### config.mk
export PLATFORM = sky130hd
export DESIGN_NAME = stream_packer
export DESIGN_NICKNAME = d
export VERILOG_FILES = /design/src/rtl/stream_pkg.sv /design/src/rtl/stream_packer.sv
export SDC_FILE = /design/constraint.sdc
export NUM_CORES = 1
export LEC_CHECK = 0
export CAP_MARGIN = 20
export CORE_MARGIN = 2
export CORE_UTILIZATION = 35
export CTS_BUF_LIST = sky130_fd_sc_hd__clkbuf_16
export CTS_CLUSTER_SIZE = 25
export DETAILED_ROUTE_END_ITERATION = 10
export PLACE_DENSITY = 0.67
export SLEW_MARGIN = 20
export SYNTH_ARGS = -nofsm -noshare
export SYNTH_HDL_FRONTEND = slang
export SYNTH_SLANG_ARGS = --single-unit
### constraint.sdc
create_clock -name clk -period 2.2 [get_ports clk]
set_clock_uncertainty 0.15 [all_clocks]
set_input_delay 0.44 -clock clk [delete_from_list [all_inputs] [get_ports clk]]
set_output_delay 0.44 -clock clk [all_outputs]
set_load 0.02 [all_outputs]
### src/rtl/stream_pkg.sv
// Shared types and helpers for the stream packer: FSM state encoding and a
// constant-evaluable ceil(log2) used to size lane counters.
package stream_pkg;

    typedef enum logic {
        COLLECT = 1'b0,
        FULL    = 1'b1
    } packer_state_t;

    localparam int DEFAULT_DATA_WIDTH = 4;
    localparam int DEFAULT_RATIO      = 4;

    // Number of bits needed to encode values 0..value-1 (ceil(log2(value))).
    function automatic int clog2(input int value);
        int result;
        int remaining;
        result    = 0;
        remaining = value - 1;
        while (remaining > 0) begin
            result    = result + 1;
            remaining = remaining >> 1;
        end
        return result;
    endfunction

    // Lane-count width for the default ratio; the packer derives its own from RATIO.
    localparam int LANE_CNT_W = clog2(DEFAULT_RATIO + 1);

endpackage

### src/rtl/stream_packer.sv
// Packs RATIO consecutive DATA_WIDTH-bit items into one word, first item in the LSB lane.
// Optional partial-word flush and out_count port are enabled by STREAM_PACKER_FLUSH_EN.
module stream_packer
    import stream_pkg::*;
#(
    parameter int DATA_WIDTH = DEFAULT_DATA_WIDTH,
    parameter int RATIO      = DEFAULT_RATIO,   // legal range 2..16
    localparam int CNT_W     = clog2(RATIO + 1),
    localparam int OUT_W     = DATA_WIDTH * RATIO
) (
    input  logic                  clk,
    input  logic                  reset,
    input  logic                  in_valid,
    input  logic [DATA_WIDTH-1:0] in_data,
    output logic                  in_ready,
    output logic                  out_valid,
    output logic [OUT_W-1:0]      out_data,
    input  logic                  out_ready
`ifdef STREAM_PACKER_FLUSH_EN
   ,input  logic                  flush,
    output logic [CNT_W-1:0]      out_count
`endif
);

    packer_state_t         state_q;
    logic [CNT_W-1:0]      count_q;
    logic [DATA_WIDTH-1:0] lanes_q [RATIO];

    logic                  accept;
    logic                  last_item;
    logic                  flush_req;
    logic                  flush_fire;
    logic [CNT_W-1:0]      count_inc;
    logic [CNT_W-1:0]      count_after;

    // In FULL the slot frees up exactly when the held word leaves, so in_ready
    // follows out_ready there; it never looks at in_valid.
    assign in_ready  = (state_q == COLLECT) || out_ready;
    assign out_valid = (state_q == FULL);

    assign accept      = in_valid && in_ready;
    assign count_inc   = count_q + CNT_W'(1);
    assign count_after = accept ? count_inc : count_q;
    assign last_item   = (state_q == COLLECT) && accept && (count_q == CNT_W'(RATIO - 1));

`ifdef STREAM_PACKER_FLUSH_EN
    assign flush_req = flush;
`else
    assign flush_req = 1'b0;
`endif

    // A flush that coincides with the word-completing item is just a normal full word.
    assign flush_fire = (state_q == COLLECT) && flush_req && !last_item
                        && (count_after != '0);

    // NOTE: every signal assigned in always_comb gets a default first, so no latch is inferred.
    always_comb begin
        out_data = '0;
        for (int i = 0; i < RATIO; i++) begin
            out_data[i*DATA_WIDTH +: DATA_WIDTH] = lanes_q[i];
        end
    end

    // NOTE: the lane array is reset (not left X) because out_data must read 0 after reset
    // and unused lanes of a partial word must read 0.
    always_ff @(posedge clk or negedge reset) begin
        if (!reset) begin
            // NOTE: sequential state uses non-blocking assignments only.
            state_q <= COLLECT;
            count_q <= '0;
            for (int i = 0; i < RATIO; i++) begin
                lanes_q[i] <= '0;
            end
`ifdef STREAM_PACKER_FLUSH_EN
            out_count <= '0;
`endif
        end else begin
            case (state_q)
                COLLECT: begin
                    if (accept) begin
                        for (int i = 0; i < RATIO; i++) begin
                            if (count_q == CNT_W'(i)) begin
                                lanes_q[i] <= in_data;
                            end
                        end
                    end
                    if (last_item) begin
                        state_q <= FULL;
                        count_q <= '0;
`ifdef STREAM_PACKER_FLUSH_EN
                        out_count <= CNT_W'(RATIO);
`endif
                    end else if (flush_fire) begin
                        state_q <= FULL;
                        count_q <= '0;
`ifdef STREAM_PACKER_FLUSH_EN
                        out_count <= count_after;
`endif
                    end else if (accept) begin
                        count_q <= count_inc;
                    end
                end

                FULL: begin
                    if (out_ready) begin
                        // Word leaves; a same-cycle item starts the next word in lane 0.
                        state_q <= COLLECT;
                        for (int i = 0; i < RATIO; i++) begin
                            lanes_q[i] <= '0;
                        end
                        if (in_valid) begin
                            lanes_q[0] <= in_data;
                            count_q    <= CNT_W'(1);
                        end else begin
                            count_q    <= '0;
                        end
`ifdef STREAM_PACKER_FLUSH_EN
                        out_count <= '0;
`endif
                    end
                end

                default: begin
                    state_q <= COLLECT;
                    count_q <= '0;
                end
            endcase
        end
    end

endmodule

==> flow_summary_export.csv <==
group,metric,value,unit
power_and_ir_drop,power.internal,1270,uW
worst_setup_path,path_class,"primary input to output pin",
yosys,synth-seq-area-share,51.4,%
layout,nNetsFinal,145,
detailed_routing,ant_nets,0,
global_route,antenna_found_initial,0,
timing,slew_viol_final,0,
floorplan,die_w,56.7,um
worst_setup_path,r2r_start,"count_q[0]",
timing,finalCriticalPeriod,1950,ps
detailed_routing,drtPass1Iterations,4,
yosys,synthTopCellsByArea,"dfrtp_1 51%, nand2_1 13%, o21ai_0 6.7%, ha_1 5.1%, mux2i_1 4.1%",
global_route,grt_pass1_vias,772,
worst_setup_path,cp.arrival,1360,ps
worst_setup_path,critical_path_required,1610,ps
floorplan,ios,26,
power_and_ir_drop,p_comb_share,43.1,%
yosys,synth-compound-area-share,11.6,%
yosys,synth_simple_gate_area_share,21.1,%
worst_setup_path,reg2reg_to,"count_q[0]",
timing,rsz0062_at_grt,"false",
worst_setup_path,r2r_slack,590,ps
power_and_ir_drop,p_leak,0.000640,uW
place,port_buffers,25,
detailed_routing,via_per_inst,4.96,
layout,fillerInstances,250,
worst_setup_path,crit_slowest_cell,"clkdlybuf4s50_1",
timing,slew_headroom,69.9,%
yosys,synth.distinct_cells,21,
yosys,synth_seq_cells,20,
layout,multi_input_area,408,sq um
run,drv_cap,0,
power_and_ir_drop,vdd_drop_max,1060,uV
layout,drive_above_1_share,9.85,%
cts,clkTransAtPathRegs,60,ps
layout,register_area,500,sq um
place,gp_congestion,0.826,
worst_setup_path,reg2reg_depth,4,
cts,clk_latency,250,ps
detailed_routing,dr.first_iter.drc_count,22,
layout,final_common_cell,"nand2_1",
detailed_routing,vias,809,
cts,htree_levels,1,
yosys,synth_cells,103,
yosys,synth_area,973,sq um
yosys,synth_top_family_by_area,"simple AND/OR/NAND/NOR gates",
layout,fin_cells,163,
timing,holdWs,368,ps
yosys,synthMuxAreaShare,4.11,%
floorplan,core_area,2690,sq um
detailed_routing,drcViolationCount,0,
power_and_ir_drop,clockPowerShare,25.9,%
power_and_ir_drop,netSwitchingFraction,34.2,%
cts,cts_tree,"built",
yosys,synth_edf_count,0,
worst_setup_path,crit_path_start_kind,"primary input",
yosys,yosys.area_share.xor_xnor,0,%
timing,max_freq,512,MHz
cts,root_buffer,"clkbuf_16",
floorplan,num_rows,19,
yosys,syn_nets,115,
yosys,ys_warn_count,0,
cts,cts_hold_buf,0,
timing,finalSetupViolCount,0,
floorplan,dieHeight,56.7,um
global_route,grt_pass1_wl,3.48,mm
layout,area_growth,41.4,%
timing,post-route-period-util,88.7,%
floorplan,dieArea,3220,sq um
timing,hold_viol,0,
place,dp_cells,159,
cts,cts.sinks,20,
detailed_routing,wl_per_cell,12.7,um
yosys,async_flop_share,100,%
layout,most-common-layout-cells,"33 x nand2_1, 24 x clkdlybuf4s50_1, 20 x dfrtp_1",
timing,worst_pin_slew,451,ps
cts,cts_made_buffers,3,
power_and_ir_drop,seqPwrFrac,31.0,%
place,dpl.hpwl,1.49,mm
global_route,grt-ovfl-total,0,
yosys,netlist.area_leader.share,51.4,%
yosys,synth_top_cell_by_area,"dfrtp_1",
detailed_routing,routed_wl,2.06,mm
power_and_ir_drop,p_sw,661,uW
floorplan,start_util,36.2,%
worst_setup_path,crit_chain,"clkdlybuf4s50_1 > nand2b_1 > dlygate4sd2_1",
min_path,hold_path_class,"primary input to async pin",
yosys,synthAdderAreaFrac,5.14,%
power_and_ir_drop,powerDensity,1400,nW/um^2
layout,antenna_cells,0,
worst_setup_path,cp_slowest_stage_delay,470,ps
yosys,ys.flop_type,"dfrtp_1",
cts,clk_path_buf_depth,2,
outcome,status,"finished, final reports clean",
global_route,track_usage,14.1,%
worst_setup_path,cp_max_fo,2,
global_route,grt_max_degree,21,
yosys,avgSynthCellArea,9.45,sq um
worst_setup_path,cp-end-kind,"output pin",
==> final cells by class <==
| cell class | instances | area share [%] |
|---|---|---|
| multi-input combinational | 69 | 29.6 |
| sequential | 20 | 36.4 |
| clock buffer | 3 | 5.45 |
| clock inverter | 1 | 2.18 |
| inverter | 8 | 2.18 |
| timing repair buffer | 31 | 21.4 |
| tap | 31 | 2.82 |
==> synth_stat cells, drive strengths merged (2+ instances only) <==
master and number:
and4bb 2, buf 4, clkbuf 2, dfrtp 20, ha 4, inv 8
mux2i 4, nand2 33, nand2b 2, nor4bb 2, o21ai 13
==> critical path, delay by kind of cell <==
family,cells,cell delay [ps]
buf+inv,2,810
simple gates,1,120
==> kinds of logic after synthesis <==
family                   count (synthesis)
AO/OA/AOI/OAI                           18
adder cells (fa/ha/maj)                  4
buffers and inverters                   14
flip-flops                              20
multiplexers                             4
AND/OR/NAND/NOR                         43
==> flip-flops by register name (all words and copies together) (netlist names) <==
name,flops
out_data,16
count_q,3
out_valid,1
==> metrics by stage <==
stage	instance area, sq um	setup slack (ps)	power, uW	utilization [%]	TNS (ps)
5_1_grt	1380	180	2040	51.2	0
3_3_place_gp	1270	-31.9	1420	47.4	-31.9
3_5_place_dp	1270	-35.8	1450	47.4	-35.8
4_1_cts	1380	234	1950	51.2	0
2_1_floorplan	973	650	1080	-	0
6_report	1380	248	1930	51.2	0
==> per-layer routing <==
layer,GRT usage (%),vias to the layer above,part of all wire [%]
li1,-,396,-
met3,5.07,4,5.0
met4,4.98,0,1.6
met2,22.4,16,49
met1,17.6,393,45
met5,0,-,0
==> power groups by stage <==
stage	clock network [uW]	logic [uW]	registers, uW
6_report	500	833	599
5_1_grt	518	906	618
4_1_cts	504	842	602
3_5_place_dp	0	838	608
3_3_place_gp	0	822	601
2_1_floorplan	0	325	758
==> timing repair <==
action | in CTS | in global routing
setup endpoints to repair | 1 | 0
gates resized for setup | 1 | 0
buffers inserted | 0 | 0
==> worst max-delay path by stage <==
stage	startpoint	to	slack (ps)	depth (start not counted)
3_5_place_dp	out_ready	in_ready	-40	3
5_1_grt	out_ready	in_ready	180	3
3_3_place_gp	out_ready	in_ready	-30	3
2_1_floorplan	count_q[0]	count_q[0]	650	5
4_1_cts	out_ready	in_ready	230	3
6_report	out_ready	in_ready	250	3
Note: power is estimated with default switching activity, not from simulation.
